===== config.mk =====
export PLATFORM = sky130hd
export DESIGN_NAME = bt656_pattern_gen_flat
export DESIGN_NICKNAME = d
export VERILOG_FILES = /design/src/rtl/bt656_gen_pkg.sv /design/src/rtl/bt656_pattern_gen_if.sv /design/src/rtl/bt656_timing_counter.sv /design/src/rtl/bt656_pattern_gen.sv /design/src/flat_wrapper.sv
export SDC_FILE = /design/constraint.sdc
export NUM_CORES = 1
export LEC_CHECK = 0
export CORE_MARGIN = 3
export CORE_UTILIZATION = 50
export CTS_CLUSTER_DIAMETER = 100
export DETAILED_ROUTE_END_ITERATION = 8
export PLACE_DENSITY_LB_ADDON = 0.15
export SLEW_MARGIN = 30
export SYNTH_ARGS = -nofsm -noshare
export SYNTH_HDL_FRONTEND = slang
export SYNTH_HIERARCHICAL = 1
export SYNTH_SLANG_ARGS = --single-unit

===== constraint.sdc =====
create_clock -name ref_clock -period 10.73 [get_ports ref_clock]
set_input_delay 1.073 -clock ref_clock [delete_from_list [all_inputs] [get_ports ref_clock]]
set_output_delay 1.073 -clock ref_clock [all_outputs]
set_load 0.02 [all_outputs]

===== src/rtl/bt656_gen_pkg.sv =====
// Shared constants, types and the XY-word helper for the BT.656 test-pattern source.
// BAR_TABLE holds the 75% colour-bar YCbCr values, ordered left to right.
package bt656_gen_pkg;

    localparam logic [7:0] PREAMBLE_FF  = 8'hFF;
    localparam logic [7:0] PREAMBLE_00  = 8'h00;
    localparam logic [7:0] BLANK_CHROMA = 8'h80;
    localparam logic [7:0] BLANK_LUMA   = 8'h10;

    typedef enum logic {
        PAT_BARS = 1'b0,
        PAT_RAMP = 1'b1
    } pattern_t;

    typedef enum logic {
        ST_IDLE = 1'b0,
        ST_RUN  = 1'b1
    } run_state_t;

    typedef struct packed {
        logic [7:0] y;
        logic [7:0] cb;
        logic [7:0] cr;
    } ycbcr_t;

    localparam ycbcr_t BAR_TABLE [8] = '{
        '{8'd180, 8'd128, 8'd128},
        '{8'd162, 8'd44,  8'd142},
        '{8'd131, 8'd156, 8'd44 },
        '{8'd112, 8'd72,  8'd58 },
        '{8'd84,  8'd184, 8'd198},
        '{8'd65,  8'd100, 8'd212},
        '{8'd35,  8'd212, 8'd114},
        '{8'd16,  8'd128, 8'd128}
    };

    // Fourth preamble word: flag bits plus their protection bits.
    function automatic logic [7:0] xy_word(input logic f, input logic v, input logic h);
        return {1'b1, f, v, h, v ^ h, f ^ h, f ^ v, f ^ v ^ h};
    endfunction

endpackage


===== src/rtl/bt656_pattern_gen_if.sv =====
// BT.656 word stream with its framing strobes, driven by the pattern source.
interface bt656_pattern_gen_if;
    logic [7:0] bt656_data;
    logic       data_valid;
    logic       frame_start;
    logic       line_start;

    modport master (output bt656_data, data_valid, frame_start, line_start);
    modport slave  (input  bt656_data, data_valid, frame_start, line_start);
endinterface


===== src/rtl/bt656_timing_counter.sv =====
// Word/line counters with idle/run control, plus F/V flags and line-region decode.
// word_off is the word offset inside whichever region h currently falls in.
module bt656_timing_counter
    import bt656_gen_pkg::*;
#(
    parameter int ACTIVE_WORDS = 1440,
    parameter int HBLANK_WORDS = 268,
    parameter int LINES        = 525,
    parameter int FIELD2_LINE  = 263,
    parameter int VB1_LEN      = 19,
    parameter int VB2_LEN      = 19,
    localparam int LINE_W      = ACTIVE_WORDS + HBLANK_WORDS + 8,
    localparam int H_W         = $clog2(LINE_W),
    localparam int L_W         = $clog2(LINES)
) (
    input  logic           ref_clock,
    input  logic           reset,
    input  logic           enable,
    output logic           running,
    output logic           frame_entry,
    output logic [L_W-1:0] line_count,
    output logic [H_W-1:0] word_off,
    output logic           f_bit,
    output logic           v_bit,
    output logic           in_eav,
    output logic           in_sav,
    output logic           in_hblank,
    output logic           in_active
);

    localparam int SAV_START = 4 + HBLANK_WORDS;
    localparam int ACT_START = 8 + HBLANK_WORDS;

    run_state_t     state_reg;
    logic [H_W-1:0] h_reg;
    logic [L_W-1:0] line_reg;
    logic           h_last;
    logic           line_last;

    assign h_last    = (h_reg == H_W'(LINE_W - 1));
    assign line_last = (line_reg == L_W'(LINES - 1));

    // High on the edge that puts the counters at (line 0, word 0) of a fresh frame.
    assign frame_entry = reset && enable && ((state_reg == ST_IDLE) || (h_last && line_last));

    always_ff @(posedge ref_clock) begin
        if (!reset || !enable) begin
            state_reg <= ST_IDLE;
            h_reg     <= '0;
            line_reg  <= '0;
        end else begin
            case (state_reg)
                ST_IDLE: state_reg <= ST_RUN;
                ST_RUN: begin
                    if (h_last) begin
                        h_reg    <= '0;
                        line_reg <= line_last ? '0 : line_reg + 1'b1;
                    end else begin
                        h_reg <= h_reg + 1'b1;
                    end
                end
                default: state_reg <= ST_IDLE;
            endcase
        end
    end

    assign running    = (state_reg == ST_RUN);
    assign line_count = line_reg;

    assign f_bit = (line_reg >= L_W'(FIELD2_LINE));
    assign v_bit = (line_reg < L_W'(VB1_LEN)) ||
                   ((line_reg >= L_W'(FIELD2_LINE)) && (line_reg < L_W'(FIELD2_LINE + VB2_LEN)));

    assign in_eav    = (h_reg < H_W'(4));
    assign in_hblank = !in_eav && (h_reg < H_W'(SAV_START));
    assign in_sav    = (h_reg >= H_W'(SAV_START)) && (h_reg < H_W'(ACT_START));
    assign in_active = (h_reg >= H_W'(ACT_START));

    assign word_off = in_active ? h_reg - H_W'(ACT_START) :
                      in_sav    ? h_reg - H_W'(SAV_START) :
                      in_hblank ? h_reg - H_W'(4)         : h_reg;

endmodule


===== src/rtl/bt656_pattern_gen.sv =====
// BT.656 525-line test-stream source: timing counter plus word mux and output registers.
// Active video is 75% colour bars or a luma ramp, chosen once per frame.
module bt656_pattern_gen
    import bt656_gen_pkg::*;
#(
    parameter int ACTIVE_WORDS = 1440,
    parameter int HBLANK_WORDS = 268,
    parameter int LINES        = 525,
    parameter int FIELD2_LINE  = 263,
    parameter int VB1_LEN      = 19,
    parameter int VB2_LEN      = 19
) (
    input  logic                       ref_clock,
    input  logic                       reset,
    input  logic                       enable,
    input  logic                       pattern_sel,
    bt656_pattern_gen_if.master        video
);

    localparam int LINE_W    = ACTIVE_WORDS + HBLANK_WORDS + 8;
    localparam int H_W       = $clog2(LINE_W);
    localparam int L_W       = $clog2(LINES);
    localparam int BAR_WORDS = ACTIVE_WORDS / 8;

    logic           running;
    logic           frame_entry;
    logic [L_W-1:0] line_count;
    logic [H_W-1:0] word_off;
    logic           f_bit;
    logic           v_bit;
    logic           in_eav;
    logic           in_sav;
    logic           in_hblank;
    logic           in_active;

    bt656_timing_counter #(
        .ACTIVE_WORDS (ACTIVE_WORDS),
        .HBLANK_WORDS (HBLANK_WORDS),
        .LINES        (LINES),
        .FIELD2_LINE  (FIELD2_LINE),
        .VB1_LEN      (VB1_LEN),
        .VB2_LEN      (VB2_LEN)
    ) timing (
        .ref_clock   (ref_clock),
        .reset       (reset),
        .enable      (enable),
        .running     (running),
        .frame_entry (frame_entry),
        .line_count  (line_count),
        .word_off    (word_off),
        .f_bit       (f_bit),
        .v_bit       (v_bit),
        .in_eav      (in_eav),
        .in_sav      (in_sav),
        .in_hblank   (in_hblank),
        .in_active   (in_active)
    );

    pattern_t   pattern_reg;
    logic [7:1] past_bar;
    logic [2:0] bar_idx;
    ycbcr_t     bar_colour;
    logic [7:0] ramp_y;
    logic [7:0] data_next;
    logic [7:0] data_reg;
    logic       valid_reg;
    logic       frame_start_reg;
    logic       line_start_reg;

    // Bar index = number of bar boundaries already passed in the active region.
    generate
        for (genvar gi = 1; gi < 8; gi++) begin : g_bar_edge
            assign past_bar[gi] = (word_off >= H_W'(gi * BAR_WORDS));
        end
    endgenerate

    assign bar_idx    = 3'($countones(past_bar));
    assign bar_colour = BAR_TABLE[bar_idx];
    // Active word offset / 2 is the pixel; luma steps once every 4 pixels.
    assign ramp_y     = 8'd16 + 8'(word_off >> 3);

    always_comb begin
        data_next = BLANK_LUMA;
        if (in_eav || in_sav) begin
            case (word_off[1:0])
                2'd0:    data_next = PREAMBLE_FF;
                2'd3:    data_next = xy_word(f_bit, v_bit, in_eav);
                default: data_next = PREAMBLE_00;
            endcase
        end else if (in_hblank || v_bit) begin
            data_next = word_off[0] ? BLANK_LUMA : BLANK_CHROMA;
        end else if (in_active && (pattern_reg == PAT_BARS)) begin
            case (word_off[1:0])
                2'd0:    data_next = bar_colour.cb;
                2'd2:    data_next = bar_colour.cr;
                default: data_next = bar_colour.y;
            endcase
        end else if (in_active) begin
            data_next = word_off[0] ? ramp_y : BLANK_CHROMA;
        end
    end

    always_ff @(posedge ref_clock) begin
        if (!reset) begin
            pattern_reg <= PAT_BARS;
        end else if (frame_entry) begin
            pattern_reg <= pattern_t'(pattern_sel);
        end

        if (!reset || !enable || !running) begin
            data_reg        <= BLANK_LUMA;
            valid_reg       <= 1'b0;
            frame_start_reg <= 1'b0;
            line_start_reg  <= 1'b0;
        end else begin
            data_reg        <= data_next;
            valid_reg       <= 1'b1;
            line_start_reg  <= in_eav && (word_off == '0);
            frame_start_reg <= in_eav && (word_off == '0) && (line_count == '0);
        end
    end

    assign video.bt656_data  = data_reg;
    assign video.data_valid  = valid_reg;
    assign video.frame_start = frame_start_reg;
    assign video.line_start  = line_start_reg;

endmodule


===== src/flat_wrapper.sv =====
// flat-port wrapper written by rule: the top's interface ports become plain ports
module bt656_pattern_gen_flat import bt656_gen_pkg::*;
#(
    parameter int ACTIVE_WORDS = 1440,
    parameter int HBLANK_WORDS = 268,
    parameter int LINES        = 525,
    parameter int FIELD2_LINE  = 263,
    parameter int VB1_LEN      = 19,
    parameter int VB2_LEN      = 19
)
  (ref_clock, reset, enable, pattern_sel, video_bt656_data, video_data_valid, video_frame_start, video_line_start);
  bt656_pattern_gen_if video_i ();
  input  logic ref_clock;
  input  logic reset;
  input  logic enable;
  input  logic pattern_sel;
  output wire logic [$bits(video_i.bt656_data)-1:0] video_bt656_data;
  output wire logic [$bits(video_i.data_valid)-1:0] video_data_valid;
  output wire logic [$bits(video_i.frame_start)-1:0] video_frame_start;
  output wire logic [$bits(video_i.line_start)-1:0] video_line_start;
  assign video_bt656_data = video_i.bt656_data;
  assign video_data_valid = video_i.data_valid;
  assign video_frame_start = video_i.frame_start;
  assign video_line_start = video_i.line_start;
  bt656_pattern_gen #(.ACTIVE_WORDS(ACTIVE_WORDS), .HBLANK_WORDS(HBLANK_WORDS), .LINES(LINES), .FIELD2_LINE(FIELD2_LINE), .VB1_LEN(VB1_LEN), .VB2_LEN(VB2_LEN)) u_core (.ref_clock(ref_clock), .reset(reset), .enable(enable), .pattern_sel(pattern_sel), .video(video_i));
endmodule

======== Word-level counts from Yosys, hierarchy flattened ========
Memory sizes are Yosys's and may differ from the RTL's.
Cells that the tools add are included.
W data, S select, Z words.
word-level totals
  register bits ........................... 34
  ROM bits ................................ 192
  output and inout bits ................... 11
  logic and storage cells ................. 88
  memories kept ........................... 1
cells by class
  add/subtract/negate cells ............... 12
  $lt $le $gt $ge ......................... 16
  equality and inequality tests ........... 4
  multiplexer cells ....................... 17
  bitwise operators ....................... 7
  reduce and logical (&&, ||, !) cells .... 23
memories
  memory           depth  width  read ports  clocked after Yosys merged registers in  write ports  RTL line                 source
  (no name shown)  8      24     1           0                                        0            bt656_pattern_gen.sv:78  assign bar_colour = BAR_TABLE[bar_idx];
operators by type and width
  operator                 count
  $mux W24                 2
  $mux W8                  6
  $mux W11                 4
  $ge A11 B10 Y1 const B   3
  $ge A11 B9 Y1 const B    3
  $pmux W8 S2              2
  $ge A11 B11 Y1 const B   2
  $lt A11 B9 Y1 const B    2
  $sub A11 B9 Y11 const B  2
  $add A11 B1 Y11 const B  1
  $eq A11 B11 Y1 const B   1
  $ge A11 B8 Y1 const B    1
  $logic_not A11 Y1        1
  $lt A11 B3 Y1 const B    1
  $sub A11 B3 Y11 const B  1
  $add A10 B1 Y10 const B  1
  $eq A10 B10 Y1 const B   1
  $ge A10 B9 Y1 const B    1
  $logic_not A10 Y1        1
  $lt A10 B5 Y1 const B    1
  $lt A10 B9 Y1 const B    1
  $mux W10                 1
  $logic_and A1 B1 Y1      9
  $add A5 B8 Y8 const A    1
  other kinds (13)         30

======== Logic depth before layout (Yosys ltp) ========
  depth in word-level cells ............... 18
  gate-level depth with buffers ........... 26
  gate-level depth less buffers ........... 23

======== Modules after synthesis ========
Netlist, hierarchy kept.
modules (own cells, without submodules)
  module                times used  cells an instance  area an instance (um2)  seq. area each (um2)
  bt656_timing_counter  1           224                1,717.9                 440.4
  bt656_pattern_gen     1           184                1,477.7                 240.2

======== Worst setup path before layout ========
OpenSTA, ideal clock, no wires.
  path type ............................... register to register
  from .................................... register u_core.timing.h_reg[4]
  to ...................................... register u_core.data_reg[7] (netlist: u_core/video.bt656_data[7])
  setup time .............................. 70 ps
  arrival ................................. 6,006 ps
  data required time ...................... 10,660 ps
  setup slack ............................. 4,654 ps
  stages on the path, launching flop included .. 25
  buffers on the path ..................... 3
  clock period less this slack ............ 6,076 ps
  path through ............................ dfxtp_1 -> buf_6 -> or4_1 -> buf_2 -> and2_4 -> or3_1 -> a221oi_2 -> xor2_1 -> buf_6 -> inv_1 -> ha_1 -> a31oi_1 -> nor3_1 -> nor4_1 -> fa_1 -> fa_1 -> inv_1 -> fa_1 -> fa_1 -> inv_1 -> ha_1 -> mux2i_1 -> a221oi_1 -> a211o_1 -> a21oi_1
between the ends
  longest elaborated chain between the ends .. 18
RTL lines
  item                                         RTL line                    source
  from (decl)                                  bt656_timing_counter.sv:35  logic [H_W-1:0] h_reg;
  from (signal assigned)                       bt656_timing_counter.sv:59  h_reg <= h_reg + 1'b1;
  $lt A11 B3 Y1                                bt656_timing_counter.sv:74  assign in_eav = (h_reg < H_W'(4));
  $logic_not A1 Y1                             bt656_timing_counter.sv:75  assign in_hblank = !in_eav && (h_reg < H_W'(SAV_START));
  $logic_and A1 B1 Y1                          bt656_timing_counter.sv:75
  $mux W11                                     bt656_timing_counter.sv:81  in_hblank ? h_reg - H_W'(4) : h_reg;
  $mux W11                                     bt656_timing_counter.sv:80  in_sav ? h_reg - H_W'(SAV_START) :
  $mux W11 *                                   bt656_timing_counter.sv:79  assign word_off = in_active ? h_reg - H_W'(ACT_START) :
  via u_core.word_off[7]                       bt656_pattern_gen.sv:28     logic [H_W-1:0] word_off;
  $ge A11 B8 Y1, or another cell as far along  bt656_pattern_gen.sv:73     assign past_bar[gi] = (word_off >= H_W'(gi * BAR_WORDS));
  [2 not listed]                               n/a
  $add A3 B3 Y3 (implied by the code)          bt656_pattern_gen.sv:77     assign bar_idx = 3'($countones(past_bar));
  $not A3 Y4 (implied by the code)             bt656_pattern_gen.sv:78
  $mem_v2 Z8 W24                               n/a
  $mux W24 (implied by the code) (2 in a row)  bt656_pattern_gen.sv:78
  $pmux W8 S2                                  bt656_pattern_gen.sv:93     case (word_off[1:0])
  $mux W8 *                                    bt656_pattern_gen.sv:92     end else if (in_active && (pattern_reg == PAT_BARS)) begin
  $mux W8 *                                    bt656_pattern_gen.sv:90     end else if (in_hblank || v_bit) begin
  $mux W8 *                                    bt656_pattern_gen.sv:84     if (in_eav || in_sav) begin
  to (signal assigned)                         bt656_pattern_gen.sv:116    data_reg <= data_next;
  to (decl)                                    bt656_pattern_gen.sv:65     logic [7:0] data_reg;
Mark *: on every way through the listed nets, which the timed path passes. The rest lies on a longest branch. The select of a mux whose other input is x is not followed.
A chain may end at the register's enable or synchronous reset.

======== Final worst setup path ========
  from .................................... register u_core.timing.h_reg[8]
  to ...................................... register u_core.data_reg[7] (netlist: u_core/video.bt656_data[7])
The elaborated chain is that of the path after synthesis.

==> out/qor.yml <==
status:
  status: "finished clean"
die:
  initial_utilization_pct: 52.7
  core_area_um2: 6060
  die_w_um: 85.9
  rows: 28
  die_h_um: 85.9
  ios: 15
  dieArea_um2: 7390
global_routing:
  gr-usage-all-layers_pct: 20.5
  grt_pass1_vias: 2605
  grt_max_degree: 22
  grt_use_met1_pct: 28.4
  grt_busiest_layer: "met2"
  use_met3_pct: 2.31
  grt_use_met2_pct: 33.0
  antenna_found_initial: 0
  overflow: 0
  grt_pass1_wl_mm: 12.4
logic_synthesis:
  synth_area_leader_cell: "dfxtp_1"
  synth-edff-count: 0
  synthTopCellsByArea: "dfxtp_1 (21%), ha_1 (10%), xnor2_1 (5.5%), nand2_1 (4.5%), nor2_1 (4.2%)"
  synth_top_family_by_area: "simple AND/OR/NAND/NOR gates"
  synth.mux.area_fraction_pct: 1.25
  ys_warn_count: 6
  ys_ff_latch: 34
  syn-cell-area_um2: 3200
  synth_seq_area_share_pct: 21.3
  syn-num-nets: 442
  synth_cell_type_count: 71
  synthSimpleGateAreaFrac_pct: 25.5
  synthTopCellsByCount: "nand2_1 (38), nor2_1 (36), dfxtp_1 (34)"
  synth_compound_area_share_pct: 20.9
  synthArstFlopShare_pct: 0
  avgSynthCellArea_um2: 7.83
  synth_most_common_cell: "nand2_1"
  yosysTopAreaCellShare_pct: 21.3
  synth_cells: 408
  ys.flop_type: "dfxtp_1"
  synthXorXnorAreaFrac_pct: 9.01
  synthAdderAreaFrac_pct: 12.7
timing:
  setup_viol_count_final: 0
  finalMaxSlewViolations: 0
  whs_ns: 0.531
  tns_ns: 0
  relSlewSlack_pct: 44.5
  tightest_slew_ns: 0.830
  min_period_ns: 6.92
  rsz0062_at_grt: "false"
  skew_ns: 0.0107
  hold_viol_final: 0
  fmax_ghz: 0.144
  period_share_pct: 64.5
power_and_ir_drop:
  clkPwrFrac_pct: 49.7
  p_comb_share_pct: 4.8
  ir_worst_vdd_mv: 0.0755
  power.density_nw_per_um2: 84.6
  p_switching_mw: 0.0583
  intPower_mw: 0.227
  netSwitchingFraction_pct: 20.5
  p_seq_share_pct: 45.5
  p_leak_nw: 1.31
  power_mw: 0.285
cells_and_area:
  num-nets-final: 433
  fillCellCount: 600
  largest_reg_flops: 11
  fin_area_um2: 3370
  register_area_um2: 681
  areaGrowthSynthToFinish_pct: 5.40
  diodes: 0
  multi_input_area_um2: 2220
  drive_above_1_share_pct: 6.25
  post-route-util_pct: 55.6
cts:
  cts_tree: "built"
  insertion_delay_ns: 0.29
  cts.path.max_buffers: 2
  hold_buffers: 0
  path_clk_slew_ns: 0.07
  cts_made_buffers: 5
  post_cts_buffers: 0
  htreeDepth: 2
  cts.sinks: 34
  cts_root_buf: "clkbuf_8"
  postCtsResizedCells: 0
place:
  gp_congestion: 0.938
  io_buffers: 14
  dp_hpwl_mm: 5.46
  dpl_cell_area_um2: 3230
drt:
  wl_per_cell_um: 15.7
  vias_per_cell: 6.06
  first_pass_iters: 6
  drc: 0
  wl_mm: 7.45
  vias: 2878
  ant_nets: 0
  first_iter_violations: 208
setup_path:
  max_stage_delay_ns: 0.77
  critical_path.slowest_cell: "dfxtp_1"
  critPathMostFrequentCell: "fa_1"
  cp_max_fo: 20
  critPathKind: "reg -> reg"
  crit_arrival_ns: 7.15
  crit_chain: "and4bb_2 -> nand3_1 -> and2_1 -> a221oi_2 -> xor2_1 -> inv_1 -> ha_1 -> a31oi_1 -> nor3_1 -> nor4_1 -> fa_1 -> fa_1 -> inv_1 -> fa_1 -> fa_1 -> inv_1 -> ha_1 -> mux2i_1 -> a221oi_1 -> a211o_1 -> a21oi_1"
  critPathRequiredTime_ns: 10.96
  cp-start-kind: "register"
  crit_path_end_kind: "register"
flow_run:
  cap_viol_max_count: 0
worst_hold_path:
  hold_class: "reg -> reg"
-- logic make-up (layout without fill, tap and decap cells) --
group / after synthesis / in the layout
AND/OR/NAND/NOR: 155 / 155
AO/OA/AOI/OAI: 98 / 98
buffers and inverters: 55 / 47
flip-flops: 34 / 34
XOR/XNOR: 32 / 32
adder cells (fa/ha/maj): 30 / 30
multiplexers: 4 / 4
-- power groups by stage --
stage          registers, mW  clock network, mW  logic, mW
2_1_floorplan          0.133                  0    0.00901
3_3_place_gp           0.133                  0     0.0137
3_5_place_dp           0.133                  0     0.0136
4_1_cts                0.130              0.145     0.0137
5_1_grt                0.130              0.151     0.0149
6_report               0.130              0.142     0.0137
-- critical path, delay by kind of cell, from the launching register on --
kind | cells | cell delay (ns)
muxes | 1 | 0.14
DFF | 1 | 0.77
adders and majority gates | 6 | 2.62
buffers and inverters | 3 | 0.43
xor gates and xnor gates | 1 | 0.67
AOI/OAI and AO/OA | 5 | 1.03
and+or+nand+nor | 5 | 1.18
-- cells in the final DEF (no fill, tap or decap), types with 9 or more instances in the layout --
cell and n:
dfxtp_1 34, xnor2_1 20, xor2_1 11, a21oi_1 26
o21ai_0 12, ha_1 26, clkdlybuf4s50_1 14, nor2_1 36
nand2_1 38, nor3_1 9, inv_1 24
-- path summary, 6_finish.rpt --
kind | start | cells past startpoint | slack [ns] | end
worst max-delay path | u_core/timing/h_reg[8] | 21 | 3.81 | u_core/video.bt656_data[7]
worst min-delay path | u_core/timing/line_count[1] | 2 | 0.53 | u_core/timing/line_count[1]
worst max register to register | u_core/timing/h_reg[8] | 21 | 3.81 | u_core/video.bt656_data[7]
worst min register to register | u_core/timing/line_count[1] | 2 | 0.53 | u_core/timing/line_count[1]
-- per-stage QoR --
stage	cells	setup WS, ns
2_1_floorplan	408	4.65
3_3_place_gp	467	4.05
3_5_place_dp	467	3.88
4_1_cts	475	3.88
5_1_grt	475	3.36
6_report	475	3.81
-- per-layer routing --
metal	wire length, um	up-vias
li1	-	1423
met1	3490	1335
met2	3460	99
met3	322	21
met4	182	0
met5	0	-
-- layout make-up --
| cell class | instances | share of cell area (%) |
|---|---|---|
| clock buffer | 5 | 2.04 |
| clock inverter | 3 | 2.04 |
| inverter | 24 | 2.67 |
| multi-input combinational | 319 | 65.9 |
| sequential | 34 | 20.2 |
| tap | 75 | 2.79 |
| timing repair buffer | 15 | 4.38 |
(Power assumes the default switching activity.)
